===== config.mk =====
export PLATFORM = sky130hd
export DESIGN_NAME = fetch_stage_flat
export DESIGN_NICKNAME = d
export VERILOG_FILES = /design/src/rtl/fetch_stage_if.sv /design/src/rtl/fetch_stage.sv /design/src/flat_wrapper.sv
export SDC_FILE = /design/constraint.sdc
export NUM_CORES = 1
export LEC_CHECK = 0
export CELL_PAD_IN_SITES_DETAIL_PLACEMENT = 1
export CELL_PAD_IN_SITES_GLOBAL_PLACEMENT = 1
export CORE_ASPECT_RATIO = 0.9
export CORE_MARGIN = 4
export CORE_UTILIZATION = 39
export CTS_CLUSTER_SIZE = 30
export DETAILED_ROUTE_END_ITERATION = 6
export HOLD_SLACK_MARGIN = 0.06
export PLACE_DENSITY = 0.8
export SYNTH_ARGS = -nofsm -noshare
export SYNTH_HDL_FRONTEND = slang
export SYNTH_SLANG_ARGS = --single-unit

===== constraint.sdc =====
create_clock -name clk -period 8.82 [get_ports clk]
set_input_delay 1.764 -clock clk [delete_from_list [all_inputs] [get_ports clk]]
set_output_delay 1.764 -clock clk [all_outputs]
set_load 0.01 [all_outputs]

===== src/rtl/fetch_stage_if.sv =====
// Fetch-stage bundle: instruction-memory request/grant/response handshake plus the IF/ID hand-off.
// master = fetch stage side, slave = memory / pipeline side.
interface fetch_stage_if #(
  parameter int unsigned XLEN = 32
);
  logic            imem_req;
  logic [XLEN-1:0] imem_addr;
  logic            imem_gnt;
  logic            imem_rvalid;
  logic [31:0]     imem_rdata;
  logic            redirect_i;
  logic [XLEN-1:0] redirect_pc_i;
  logic            id_ready;
  logic            if_valid;
  logic [31:0]     if_instr;
  logic [XLEN-1:0] if_pc;
  logic [XLEN-1:0] if_pc_plus4;

  modport master (
    output imem_req, imem_addr, if_valid, if_instr, if_pc, if_pc_plus4,
    input  imem_gnt, imem_rvalid, imem_rdata, redirect_i, redirect_pc_i, id_ready
  );

  modport slave (
    input  imem_req, imem_addr, if_valid, if_instr, if_pc, if_pc_plus4,
    output imem_gnt, imem_rvalid, imem_rdata, redirect_i, redirect_pc_i, id_ready
  );
endinterface


===== src/rtl/fetch_stage.sv =====
// Dragon instruction fetch: owns the PC, issues credit-limited in-order fetches, buffers responses.
// Optional macro DRAGON_FETCH_BYPASS_EN presents a response straight to IF/ID when the buffer is empty.
module fetch_stage #(
  parameter int unsigned     XLEN     = 32,
  parameter logic [XLEN-1:0] RESET_PC = '0,
  parameter int unsigned     DEPTH    = 2
) (
  input logic           clk,
  input logic           reset,
  fetch_stage_if.master bus
);
  localparam int unsigned PW = $clog2(DEPTH);
  localparam int unsigned CW = PW + 1;
  localparam logic [CW:0] DEPTH_C = (CW + 1)'(DEPTH);

  logic [XLEN-1:0] pc;
  logic [CW-1:0]   inflight;
  logic [CW-1:0]   drop_cnt;

  logic [XLEN-1:0] tag_mem [DEPTH];
  logic [PW-1:0]   tag_wr, tag_rd;

  logic [31:0]     fifo_instr [DEPTH];
  logic [XLEN-1:0] fifo_pc    [DEPTH];
  logic [XLEN-1:0] fifo_pc4   [DEPTH];
  logic [PW-1:0]   fifo_wr, fifo_rd;
  logic [CW-1:0]   fifo_count;

  logic            credit_ok, issue, rsp_valid, rsp_keep, rsp_drop;
  logic            fifo_nonempty, push, pop;
  logic [XLEN-1:0] redirect_target;
  logic            unused_redirect_lsb;

  assign redirect_target     = {bus.redirect_pc_i[XLEN-1:2], 2'b00};
  assign unused_redirect_lsb = ^bus.redirect_pc_i[1:0];

  // Dropped-but-owed requests still hold credit, so the buffer can never be overrun.
  assign credit_ok     = ({1'b0, inflight} + {1'b0, fifo_count}) < DEPTH_C;
  assign bus.imem_req  = !reset && !bus.redirect_i && credit_ok;
  assign bus.imem_addr = pc;
  assign issue         = bus.imem_req && bus.imem_gnt;

  assign rsp_valid     = bus.imem_rvalid && (inflight != '0);
  assign rsp_drop      = rsp_valid && (drop_cnt != '0);
  assign rsp_keep      = rsp_valid && (drop_cnt == '0);
  assign fifo_nonempty = fifo_count != '0;
  assign pop           = fifo_nonempty && bus.id_ready && !bus.redirect_i;

`ifdef DRAGON_FETCH_BYPASS_EN
  logic bypass;
  assign bypass          = !fifo_nonempty && rsp_keep && !bus.redirect_i;
  assign bus.if_valid    = (fifo_nonempty || bypass) && !bus.redirect_i;
  assign bus.if_instr    = bypass ? bus.imem_rdata : fifo_instr[fifo_rd];
  assign bus.if_pc       = bypass ? tag_mem[tag_rd] : fifo_pc[fifo_rd];
  assign bus.if_pc_plus4 = bypass ? (tag_mem[tag_rd] + XLEN'(4)) : fifo_pc4[fifo_rd];
  assign push            = rsp_keep && !bus.redirect_i && !(bypass && bus.id_ready);
`else
  assign bus.if_valid    = fifo_nonempty;
  assign bus.if_instr    = fifo_instr[fifo_rd];
  assign bus.if_pc       = fifo_pc[fifo_rd];
  assign bus.if_pc_plus4 = fifo_pc4[fifo_rd];
  assign push            = rsp_keep && !bus.redirect_i;
`endif

  // A redirect converts every response still owed into a drop.
  always_ff @(posedge clk or posedge reset) begin
    if (reset) begin
      pc       <= RESET_PC;
      inflight <= '0;
      drop_cnt <= '0;
    end else begin
      inflight <= inflight + CW'(issue) - CW'(rsp_valid);
      if (bus.redirect_i) begin
        pc       <= redirect_target;
        drop_cnt <= inflight - CW'(rsp_valid);
      end else begin
        if (issue) pc <= pc + XLEN'(4);
        drop_cnt <= drop_cnt - CW'(rsp_drop);
      end
    end
  end

  always_ff @(posedge clk or posedge reset) begin
    if (reset) begin
      tag_wr <= '0;
      tag_rd <= '0;
      for (int i = 0; i < int'(DEPTH); i++) tag_mem[i] <= '0;
    end else if (bus.redirect_i) begin
      tag_wr <= '0;
      tag_rd <= '0;
    end else begin
      if (issue) begin
        tag_mem[tag_wr] <= pc;
        tag_wr          <= tag_wr + PW'(1);
      end
      if (rsp_keep) tag_rd <= tag_rd + PW'(1);
    end
  end

  // Storage is reset too so the head reads as zero while empty after reset.
  always_ff @(posedge clk or posedge reset) begin
    if (reset) begin
      fifo_wr    <= '0;
      fifo_rd    <= '0;
      fifo_count <= '0;
      for (int i = 0; i < int'(DEPTH); i++) begin
        fifo_instr[i] <= '0;
        fifo_pc[i]    <= '0;
        fifo_pc4[i]   <= '0;
      end
    end else if (bus.redirect_i) begin
      fifo_wr    <= '0;
      fifo_rd    <= '0;
      fifo_count <= '0;
    end else begin
      if (push) begin
        fifo_instr[fifo_wr] <= bus.imem_rdata;
        fifo_pc[fifo_wr]    <= tag_mem[tag_rd];
        fifo_pc4[fifo_wr]   <= tag_mem[tag_rd] + XLEN'(4);
        fifo_wr             <= fifo_wr + PW'(1);
      end
      if (pop) fifo_rd <= fifo_rd + PW'(1);
      fifo_count <= fifo_count + CW'(push) - CW'(pop);
    end
  end

  p_no_orphan_rsp: assert property (@(posedge clk) disable iff (reset)
    !(bus.imem_rvalid && (inflight == '0)));

endmodule


===== src/flat_wrapper.sv =====
// flat-port wrapper written by rule: the top's interface ports become plain ports
module fetch_stage_flat 
#(
  parameter int unsigned     XLEN     = 32,
  parameter logic [XLEN-1:0] RESET_PC = '0,
  parameter int unsigned     DEPTH    = 2
)
  (clk, reset, bus_imem_req, bus_imem_addr, bus_if_valid, bus_if_instr, bus_if_pc, bus_if_pc_plus4, bus_imem_gnt, bus_imem_rvalid, bus_imem_rdata, bus_redirect_i, bus_redirect_pc_i, bus_id_ready);
  fetch_stage_if #(.XLEN(XLEN)) bus_i ();
  input logic clk;
  input logic reset;
  output wire logic [$bits(bus_i.imem_req)-1:0] bus_imem_req;
  output wire logic [$bits(bus_i.imem_addr)-1:0] bus_imem_addr;
  output wire logic [$bits(bus_i.if_valid)-1:0] bus_if_valid;
  output wire logic [$bits(bus_i.if_instr)-1:0] bus_if_instr;
  output wire logic [$bits(bus_i.if_pc)-1:0] bus_if_pc;
  output wire logic [$bits(bus_i.if_pc_plus4)-1:0] bus_if_pc_plus4;
  input wire logic [$bits(bus_i.imem_gnt)-1:0] bus_imem_gnt;
  input wire logic [$bits(bus_i.imem_rvalid)-1:0] bus_imem_rvalid;
  input wire logic [$bits(bus_i.imem_rdata)-1:0] bus_imem_rdata;
  input wire logic [$bits(bus_i.redirect_i)-1:0] bus_redirect_i;
  input wire logic [$bits(bus_i.redirect_pc_i)-1:0] bus_redirect_pc_i;
  input wire logic [$bits(bus_i.id_ready)-1:0] bus_id_ready;
  assign bus_imem_req = bus_i.imem_req;
  assign bus_imem_addr = bus_i.imem_addr;
  assign bus_if_valid = bus_i.if_valid;
  assign bus_if_instr = bus_i.if_instr;
  assign bus_if_pc = bus_i.if_pc;
  assign bus_if_pc_plus4 = bus_i.if_pc_plus4;
  assign bus_i.imem_gnt = bus_imem_gnt;
  assign bus_i.imem_rvalid = bus_imem_rvalid;
  assign bus_i.imem_rdata = bus_imem_rdata;
  assign bus_i.redirect_i = bus_redirect_i;
  assign bus_i.redirect_pc_i = bus_redirect_pc_i;
  assign bus_i.id_ready = bus_id_ready;
  fetch_stage #(.XLEN(XLEN), .RESET_PC(RESET_PC), .DEPTH(DEPTH)) u_core (.clk(clk), .reset(reset), .bus(bus_i));
endmodule

# After elaboration in Yosys (flattened, before gate mapping)
# Index checks and enable logic that the tools add are counted.
classes:
  n_bitwise: 5
  order_cmp: 7
  add_sub_neg: 13
  reduce_logical: 23
  n_mux: 32
ops:
  columns: ["cell", "count"]
  rows:
  - ["$mux W32", 16]
  - ["$bwmux W64", 4]
  - ["$add A32 B3 Y32 const B", 2]
  - ["$demux W32 S1", 2]
  - ["$reduce_bool A2 Y1", 7]
  - ["$logic_and A1 B1 Y1", 11]
  - ["$ge A2 B2 Y1 const B", 4]
  - ["$mux W1", 8]
  - ["$not A1 Y2", 4]
  - ["$sub A2 B1 Y2", 4]
  - ["$add A1 B1 Y1 const B", 4]
  - ["$add A2 B1 Y2", 2]
  - ["$lt A2 B1 Y1 const B", 2]
  - ["$mux W2", 2]
  - ["$reduce_and A2 Y1", 2]
  - ["$add A2 B2 Y3", 1]
  - ["$lt A3 B2 Y1 const B", 1]
  - ["$logic_not A1 Y1", 2]
  - ["$logic_not A2 Y1", 1]
  - ["$not A1 Y1", 1]
word_totals:
  word_cells: 96
  register_bits: 298
  input_bits: 70

# Depth between registers and ports, before layout
# Gate-level depths: netlist of run 1.
depth:
  ltp_word: 7
  mapped_depth: 14
  ltp_nobuf: 9

# Worst setup path before layout of run 1
# OpenSTA, ideal clock, no wires.
synth_timing:
  kind: "input -> output"
  start: "input port bus_redirect_i"
  end: "output port bus_imem_req"
  path_stages: 2
  path_buffers: 1
  setup_slack_ns: 4.759
  arrival_time_ns: 2.297
  required_ns: 7.056
  cell_sequence: "buf_2 > nor4_4"
synth_via:
  elab_chain_len: 3
synth_lines:
  columns: ["item", "line", "text"]
  rows:
  - ["from (decl)", "flat_wrapper.sv:21", "input wire logic [$bits(bus_i.redirect_i)-1:0] bus_redirect_i;"]
  - ["$logic_not A1 Y1", "fetch_stage.sv:39", "assign bus.imem_req = !reset && !bus.redirect_i && credit_ok;"]
  - ["$logic_and A1 B1 Y1 (2 in series)", "fetch_stage.sv:39", null]
  - ["to (decl)", "flat_wrapper.sv:12", "output wire logic [$bits(bus_i.imem_req)-1:0] bus_imem_req;"]
# No other way between the ends.

# Worst setup path in the final report of run 1
layout_timing:
  start: "input port reset"
  end: "output port bus_imem_req"
layout_via:
  elab_chain_len: 3
layout_lines:
  columns: ["item", "line", "text"]
  rows:
  - ["from (decl)", "flat_wrapper.sv:11", "input logic reset;"]
  - ["$logic_not A1 Y1", "fetch_stage.sv:39", null]
  - ["$logic_and A1 B1 Y1 (2 in series)", "fetch_stage.sv:39", null]
# No other way between the ends.

==> results of run 1 <==
-- worst max-delay path: stages --
cell	delay (ns)
clkdlybuf4s50_1	0.49
nor4_4	0.40
clkdlybuf4s50_1	0.61
-- logic make-up (layout without fill, tap and decap cells) --
family / after synthesis / count (layout) / synth area share [%]
AND/OR/NAND/NOR: 412 / 412 / 14.3
flip-flops: 284 / 284 / 51.5
multiplexers: 239 / 239 / 19.3
AO/OA/AOI/OAI: 191 / 191 / 9.08
buffers and inverters: 98 / 288 / 3.50
XOR/XNOR: 24 / 24 / 1.52
adder cells (fa/ha/maj): 8 / 8 / 0.780
other: 1 / 6 / 0.0272
-- final timing paths --
kind / to / slack, ns / cells after the start
setup / recovery: bus_imem_req / 3.79 / 3
hold / removal: u_core.fifo_instr[38] / 0.47 / 2
setup reg to reg: u_core.tag_mem[61] / 5.48 / 10
hold reg to reg: u_core.fifo_instr[38] / 0.47 / 2
max in group asynchronous: u_core.fifo_pc4[46] / 5.21 / 4
min in group asynchronous: u_core.drop_cnt[0] / 1.71 / 2
-- power by group --
group	internal [W]	leakage, nW	total [W]	switching (W)
clock network	0.00103	0.637	0.00160	0.000568
logic	0.00109	3.37	0.00215	0.00106
registers	0.00181	3.66	0.00219	0.000381
total	0.00392	7.67	0.00593	0.00201
-- stage by stage --
step / hold WS, ns / total power [W] / cell area (sq um) / utilization, % / setup WS [ns]
after floorplan: 0.442 / 0.00335 / 13800 / - / 3.29
after global placement: 0.455 / 0.00421 / 16100 / 45.9 / 3.76
after detailed placement: 0.459 / 0.00433 / 16100 / 45.9 / 3.76
after CTS: 0.475 / 0.00599 / 17300 / 49.6 / 3.75
after global routing: 0.498 / 0.00629 / 17300 / 49.6 / 3.74
final: 0.469 / 0.00593 / 17300 / 49.6 / 3.79
-- synthesized netlist by cell type, drive strengths merged, types with 2 or more instances --
| library cell | number |
|---|---|
| dfrtp | 284 |
| nand2 | 225 |
| mux2 | 204 |
| o21ai | 64 |
| nor2 | 61 |
| clkbuf | 46 |
| a21oi | 40 |
| nand3 | 40 |
| buf | 35 |
| mux2i | 35 |
| o31ai | 18 |
| nand4 | 17 |
| xor2 | 16 |
| inv | 15 |
| and3 | 12 |
| o211ai | 12 |
| o311ai | 12 |
| nor3 | 11 |
| a221o | 8 |
| nand3b | 8 |
| xnor2 | 8 |
| a22oi | 7 |
| ha | 7 |
| nor4 | 7 |
| a21o | 6 |
| a31oi | 6 |
| nand4b | 6 |
| nand2b | 5 |
| and4 | 4 |
| o31a | 4 |
| or4 | 4 |
| a2111oi | 3 |
| a21boi | 3 |
| o21a | 3 |
| or3 | 3 |
| a211oi | 2 |
| clkinv | 2 |
| nor4b | 2 |
| or2 | 2 |
-- routing by layer --
| metal | GRT usage, % | up-vias | part of all wire (%) |
|---|---|---|---|
| met5 | 0 | - | 0 |
| met4 | 5.55 | 0 | 2.4 |
| met3 | 3.32 | 67 | 4.8 |
| met2 | 33.1 | 257 | 46 |
| met1 | 30.8 | 5426 | 47 |
| li1 | - | 4802 | - |
-- state kept, by name, indices dropped and copies added (netlist names) --
signal	count
u_core.drop_cnt	2
u_core.tag_wr	1
u_core.fifo_count	2
u_core.fifo_rd	1
u_core.fifo_pc	60
u_core.tag_mem	60
u_core.bus.imem_addr	30
u_core.fifo_wr	1
u_core.fifo_instr	64
u_core.fifo_pc4	60
u_core.inflight	2
u_core.tag_rd	1
-- final cells by class --
| type | count | area [sq um] |
|---|---|---|
| clock buffers | 47 | 1030 |
| multi-input cells | 880 | 6230 |
| flip-flops and latches | 284 | 7110 |
| well taps | 469 | 587 |
| clock inverters | 15 | 260 |
| inverters | 17 | 67.6 |
| fillers | 3800 | 17600 |
| repair buffers | 209 | 2050 |
==> out/summary.txt, run 1 <==
first-pass GRT wire length - 65.8 mm
actual slew at the worst max-slew pin - 1.05 ns
CP max FO - 4
CTS hold repair buffers - 0
layout cells sized above 1 - 21.2%
Hold Path Class - reg -> reg
synthesized area per cell - 11.0 sq um
Hold Fails Final Rpt - 0
library cells used by synthesis - 69
Core Region - 35000 sq um
most frequent cells in the layout - dfrtp_1, nand2_1, mux2_2, clkdlybuf4s50_1, o21ai_0
pins over their slew limit - 0
Max-cap violations - 0
RD Place Congestion - 0.806
nets@finish - 1504
asr flop ratio synth - 100%
hpwl dp - 26.6 mm
Fin Setup TNS - 0 ns
Iteration-0 DRC Markers - 640
DRC viols - 0
commonest non-fill, non-tap cell in the layout - dfrtp_1
Worst Path Required - 7.06 ns
final-report setup violation count - 0
number of vias per cell - 5.49
clk sink count - 284
leading area contributor after synthesis - dfrtp_1
clk_skew - 0.0102 ns
crit path from - reset
RSZ-0062 raised after global routing - no
Root Driver - clkbuf_16
number of global-route vias before repair - 11600
WL per Instance - 21.1 microns
overall via count from detail_route - 10600
status - finished clean
yosys warns - 0
final wirelength - 40.5 mm
CTS tree - done
Max VDD drop - 0.125 mV
initial antenna violation count - 0
Ports - 200
worst-case clock buffer depth - 3
ant diodes - 0
starting density of the core - 39.4%
Post-CTS Setup Bufs - 0
final antenna-violating net count - 0
Die X - 206 microns
synth top area cells - dfrtp_1, mux2_2, nand2_1
CP startpoint kind - input port
non-filler cells, final - 1921
GR Overflow Total - 0
PD cells - 342 nW/um^2
Post-synth EDFFs - 0
Pre-Repair DR Iteration Count - 5
Yosys top cell area share - 51.5%
cts repair resizes - 0
max-slew headroom at the worst pin - 30.0%
DIE AREA - 38400 sq um
Synth Register Bits - 284
Clock H-tree levels - 2
Critical Path Sink Type - output port
Port Buffers - 191
area grow syn2layout - 25.8%
fin crit period - 5.03 ns
Worst R2R Start - u_core.inflight[0]
worst hold start - u_core.fifo_instr[38]
Die Ht - 186 microns
mapped cell area - 13800 sq um
clk_lat worst skew - 0.51 ns
kind of critical path - in -> out
clock-pin slew on the worst setup and hold paths - 0.06 ns
CTS Buf Count - 34
Total GRT Usage - 21.1%
Fmax - 199 MHz
Post-Synthesis Cells - 1257
largest net degree at the start of global routing - 140
leak pwr - 7.67 nW
placed cells - 1859
Core Rows - 65
leading register cell type out of synthesis - dfrtp_1
sequential-to-total area share from yosys stat - 51.5%
Tcrit/Tclk final - 57.0%
crit path DAT - 3.26 ns
(Power assumes the default switching activity.)
==> run 2: changes to the inputs <==
clock period = 4 ns   (was 8.82 ns; I/O delays follow)
==> run 2 against run 1 <==
  * Critical path depth rose by 2
  * Combinational power rose by 120%
  * Clock power rose by 95%
  * Count of clock-buffer cells in the layout rose by 3
  * Die area did not move
  * Register-to-register slack got worse by 4.6 ns
  * Flip-flop and latch count did not move
  * Utilization did not move
  * Sequential share of layout area did not move
  * Setup slack got worse by 3.1 ns
  * Via count fell by 1.1%
  * Critical path type is now reg -> out
  * Highest routed layer unchanged
==> out/summary.txt, run 2 (synthesis gave the netlist of run 1 again) <==
most frequent cells in the layout - dfrtp_1, nand2_1, mux2_2, clkdlybuf4s50_1, o21ai_0
Max-cap violations - 0 (unchanged)
worst-case clock buffer depth - 3 (unchanged)
part of the power in registers - 38.2% (+1.3 points)
layout cells sized above 1 - 21.8% (+0.63 points)
met1 Resource Use GR - 30.4% (-0.38 points)
largest net degree at the start of global routing - 105 (-25%)
Clock H-tree levels - 2 (unchanged)
RD Place Congestion - 0.849 (+5.4%)
commonest non-fill, non-tap cell in the layout - dfrtp_1
clock share of power - 24.5% (-2.4 points)
actual slew at the worst max-slew pin - 0.947 ns (-0.104 ns)
status - finished clean
DRC viols - 0 (unchanged)
placed inst area - 16200 sq um (+0.92%)
nets@finish - 1517 (+0.86%)
Core Region - 35000 sq um (unchanged)
critical path cell sequence - inv_1 -> nor2_1 -> fa_1 -> nor4_4 -> clkdlybuf4s50_1
CTS Buf Count - 34 (unchanged)
P_int - 0.00829 W (+110%)
Final Util - 49.6% (unchanged)
final antenna-violating net count - 0 (unchanged)
Hold Path Class - reg -> reg
PD cells - 732 nW/um^2 (+110%)
Hold Fails Final Rpt - 0 (unchanged)
Max VDD drop - 0.305 mV (+140%)
Die X - 206 microns (unchanged)
clk_skew - 0.0320 ns (+0.0219 ns)
Post-CTS Setup Bufs - 0 (unchanged)
cts repair resizes - 0 (unchanged)
number of buffers and inverters on the critical path - 2 (unchanged)
hpwl dp - 27.6 mm (+3.7%)
Root Driver - clkbuf_16
Sw Ratio - 34.8% (+0.93 points)
initial antenna violation count - 0 (unchanged)
RSZ-0062 raised after global routing - no
worst hold start - u_core.fifo_pc4[22]
kind of critical path - reg -> out
final-report setup violation count - 0 (unchanged)
crit path DAT - 2.51 ns (-0.75 ns)
starting density of the core - 39.4% (unchanged)
Iteration-0 DRC Markers - 466 (-27%)
CTS tree - done
grt peak-use layer - met2
CP max stage cell - clkdlybuf4s50_1
DIE AREA - 38400 sq um (unchanged)
Pre-Repair DR Iteration Count - 5 (unchanged)
CTS hold repair buffers - 0 (unchanged)
max-slew headroom at the worst pin - 35.1% (+5.1 points)
clk_lat worst skew - 0.54 ns (+0.03 ns)
Die Ht - 186 microns (unchanged)
Largest Register - u_core.fifo_instr
clk sink count - 284 (unchanged)
area grow syn2layout - 25.8% (unchanged)
ant diodes - 0 (unchanged)
clock-pin slew on the worst setup and hold paths - 0.06 ns (about the same)
Largest register FFs - 64 (unchanged)
CP startpoint kind - register
CP max FO - 4 (unchanged)
Tcrit/Tclk final - 82.8%
Worst Path Required - 3.20 ns (-3.86 ns)
GR Overflow Total - 0 (unchanged)
combinational power share - 37.2% (+1.0 points)
Total GRT Usage - 20.8% (-0.39 points)
crit path from - u_core.inflight[0]
Worst path top cell family by delay - buffers and inverters
final wirelength - 39.8 mm (-1.6%)
overall via count from detail_route - 10400 (-1.1%)
number of vias per cell - 5.40 (-1.7%)
leak pwr - 7.66 nW (about the same)
Fmax - 302 MHz
Critical Path Sink Type - output port
Worst R2R Start - u_core.tag_rd
first-pass GRT wire length - 64.4 mm (-2.0%)
Largest stage delay, worst path - 0.62 ns (about the same)
met3 Track Usage GR - 3.13% (-0.19 points)
Core Rows - 65 (unchanged)
number of global-route vias before repair - 11200 (-3.3%)
M2 GR Usage - 33.0% (-0.18 points)
fin crit period - 3.31 ns
Port Buffers - 191 (unchanged)
pins over their slew limit - 0 (unchanged)
WL per Instance - 20.6 microns (-2.3%)
Switch Pwr - 0.00442 W (+120%)
Ports - 200 (unchanged)
fin area - 17300 sq um (unchanged)
run 2: worst reg2reg max path: stages (launching register included):
cell      delay (ns)
dfrtp_2         0.87
mux2i_1         0.38
inv_1           0.13
ha_1            0.18
inv_1           0.11
a211oi_1        0.35
and4_1          0.46
xnor2_1         0.21
mux2_2          0.31
run 2: path summary, 6_finish.rpt:
check,slack [ns],depth (start not counted),endpoint
max,0.69,5,bus_imem_req
min,0.47,2,u_core.fifo_pc4[22]
max reg2reg,0.89,8,u_core.fifo_pc4[52]
min reg2reg,0.47,2,u_core.fifo_pc4[22]
max in group asynchronous,2.29,3,u_core.fifo_pc4[5]
min in group asynchronous,0.82,2,u_core.tag_mem[27]
run 2: cell type report:
| cell class | count | area (sq um) |
|---|---|---|
| sequential | 284 | 7110 |
| clock buffer | 50 | 1030 |
| timing repair buffer | 222 | 2200 |
| multi-input combinational | 880 | 6230 |
| inverter | 17 | 67.6 |
| fill | 3756 | 17600 |
| tap | 469 | 587 |
| clock inverter | 12 | 115 |
run 2: per-layer routing:
metal / up-vias / part of all wire [%] / routed length, microns
li1: 4819 / - / -
met5: - / 0 / 0
met4: 0 / 1.7 / 668
met1: 5335 / 47 / 18800
met3: 45 / 4.4 / 1760
met2: 239 / 47 / 18600
run 2: through the flow:
stage	hold slack, ns	setup slack (ns)	total power, W	setup TNS (ns)	std cells
after floorplan	0.442	-0.563	0.00739	-159.97	1262
after global placement	0.454	0.815	0.00933	0	1872
after detailed placement	0.460	0.718	0.00962	0	1872
after CTS	0.474	0.635	0.0128	0	1934
after global routing	0.496	0.523	0.0135	0	1934
final	0.471	0.687	0.0127	0	1934
run 2: power groups by stage:
stage          logic, W  registers [W]  clock network, W
4_1_cts         0.00480        0.00485           0.00318
6_report        0.00473        0.00486           0.00312
5_1_grt         0.00516        0.00501           0.00331
2_1_floorplan   0.00283        0.00456                 0
3_3_place_gp    0.00456        0.00477                 0
3_5_place_dp    0.00474        0.00488                 0
==> edit, RTL diff (settings of run 2) <==
`XLEN` is set to 32 in 3 places; all go to 64.
--- a/src/rtl/fetch_stage_if.sv
+++ b/src/rtl/fetch_stage_if.sv
@@ -2,5 +2,5 @@
 // master = fetch stage side, slave = memory / pipeline side.
 interface fetch_stage_if #(
-  parameter int unsigned XLEN = 32
+  parameter int unsigned XLEN = 64
 );
   logic            imem_req;
--- a/src/rtl/fetch_stage.sv
+++ b/src/rtl/fetch_stage.sv
@@ -2,5 +2,5 @@
 // Optional macro DRAGON_FETCH_BYPASS_EN presents a response straight to IF/ID when the buffer is empty.
 module fetch_stage #(
-  parameter int unsigned     XLEN     = 32,
+  parameter int unsigned     XLEN     = 64,
   parameter logic [XLEN-1:0] RESET_PC = '0,
   parameter int unsigned     DEPTH    = 2
--- a/src/flat_wrapper.sv
+++ b/src/flat_wrapper.sv
@@ -2,5 +2,5 @@
 module fetch_stage_flat 
 #(
-  parameter int unsigned     XLEN     = 32,
+  parameter int unsigned     XLEN     = 64,
   parameter logic [XLEN-1:0] RESET_PC = '0,
   parameter int unsigned     DEPTH    = 2
Interface: changed (resized bus_if_pc, bus_if_pc_plus4, bus_imem_addr and bus_redirect_pc_i); port bits go from 200 to 328. No check against the original RTL was run, so the function may have changed too.
==> edit against run 2 <==
Power up 74%. Setup slack worse by 0.32 ns. Design area up 80%. Core utilization about the same. Area after synthesis up 80%. Sequential share of layout area down 0.23 points. Clock power up 78%. Global-route usage up 3.9 points. Worst hold slack better by 0.00088 ns. Sequential cell count up 224. Wire length up 110%. Critical path type unchanged. Largest cell class unchanged. Largest power group unchanged.
==> edit: results (changes against run 2) <==
[run_status]
status = complete, no violations  ; unchanged

[global_route]
grt_pass1_vias = 21765  ; was 11.22k
grt_pass1_wl_mm = 131.7  ; was 64.40 mm
grt_start_max_net_pins = 91  ; was 105

[clock_network]
numCtsBuffers = 55  ; was 34
clock_sinks = 508  ; was 284
clock_latency_ns = 0.62  ; was 0.54 ns

[drt]
drt_iter0_markers = 1646  ; was 466
vias_per_cell = 5.684  ; was 5.397
totalWireLength_mm = 85.14  ; was 39.81 mm

[sta]
slew_headroom_pct = 26.52  ; was 35.09%
skew_ns = 0.02561  ; was 0.03202 ns

[critical_path]
critical_path.max_fanout = 3  ; was 4
worstReg2RegEnd = u_core.fifo_pc4[125]$_DFFE_PP0P_  ; was u_core.fifo_pc4[52]$_DFFE_PP0P_
rrSetupSlack_ns = 0.46  ; was 0.89 ns
reg2reg_depth = 9  ; was 8
arrival_ns = 2.84  ; was 2.51 ns

[power]
peakVddDrop_mv = 0.3188  ; was 0.3047 mV
leakagePower_nw = 13.65  ; was 7.662 nW

[hold_path]
hold_start = u_core.fifo_pc4[23]$_DFFE_PP0P_  ; was u_core.fifo_pc4[22]$_DFFE_PP0P_

[logic_synthesis]
synthTopCellsByCount = dfrtp_1, nand2_1, mux2_2  ; unchanged
seq_area_frac_synth_pct = 51.15  ; was 51.52%
synthTopCellsByArea = dfrtp_1, mux2_2, nand2_1  ; unchanged

[placed_design]
place_congestion = 0.8907  ; was 0.8492
dpl.hpwl_mm = 60.03  ; was 27.56 mm
portBuffers = 319  ; was 191

[final_layout]
layout_top_registers = u_core.fifo_pc4 x124, u_core.fifo_pc x124, u_core.tag_mem x124
n_fill_cell = 6836  ; was 3756

edit: changes by cell type after synthesis, sizes merged, moves of 42 or more:
cell	before	now
a21oi	40	82
o21ai	64	139
dfrtp	284	508
mux2	204	343
nand2	225	475
nor2	61	127
clkbuf	46	116
edit: metrics by stage:
step                      worst slack (ns)  hold slack, ns  cells
after global routing                0.2900          0.4906   3583
after CTS                           0.3518          0.4716   3582
after floorplan                     -3.696          0.4401   2404
after global placement              0.5601          0.4516   3483
after detailed placement            0.4573          0.4570   3483
final                               0.3634          0.4723   3583
edit: worst max-delay path: stages, from the launching register on:
cell             delay (ns)
dfrtp_1                0.39
inv_1                  0.08
nor2_1                 0.05
fa_1                   0.44
nor4_1                 0.47
buf_4                  0.22
clkdlybuf4s50_1        0.57
edit: layout make-up:
class                      count  share of cell area, %
antenna                        1               0.008019
multi-input combinational   1717                  36.69
sequential                   508                  40.76
clock buffer                  76                  5.048
clock inverter                23                  1.263
inverter                      24                 0.3007
tap                          845                  3.388
timing repair buffer         389                  12.54
edit: how the worst max path moves through the flow:
stage | from | endpoint | slack [ns] | cells past startpoint
4_1_cts | u_core.fifo_count[0]$_DFF_PP0_ | bus_imem_req | 0.35 | 6
5_1_grt | u_core.fifo_count[0]$_DFF_PP0_ | bus_imem_req | 0.29 | 6
3_3_place_gp | reset | u_core.bus.imem_addr[56]$_DFFE_PP0P_ | 0.56 | 10
2_1_floorplan | reset | u_core.bus.imem_addr[10]$_DFFE_PP0P_ | -3.70 | 1
6_report | u_core.fifo_count[0]$_DFF_PP0_ | bus_imem_req | 0.36 | 6
3_5_place_dp | reset | u_core.bus.imem_addr[56]$_DFFE_PP0P_ | 0.46 | 10
edit: cell families (layout without fill, tap and decap cells):
logic type	Yosys count	after routing	synth area share (%)
simple gates	888	888	16.46
flops	508	508	51.15
mux	403	403	17.99
compound gates	346	346	8.654
buf+inv	179	512	2.970
xor+xnor	66	66	2.326
fa+ha+maj	8	8	0.4330
other cells	1	7	0.01509
edit: power breakdown:
| group | internal (mW) | switching, mW | leakage [nW] |
|---|---|---|---|
| sequential | 6.98 | 1.53 | 6.64 |
| combinational | 3.90 | 4.12 | 6.04 |
| clock | 3.39 | 2.17 | 0.966 |
| total | 14.3 | 7.81 | 13.6 |
edit: per-layer routing:
layer	up-vias	global-route usage [%]	routed length [um]
met5	-	0	0
met4	0	7.946	2600
met3	137	4.350	5126
met2	657	39.15	39030
met1	10527	34.50	38380
li1	9043	-	-
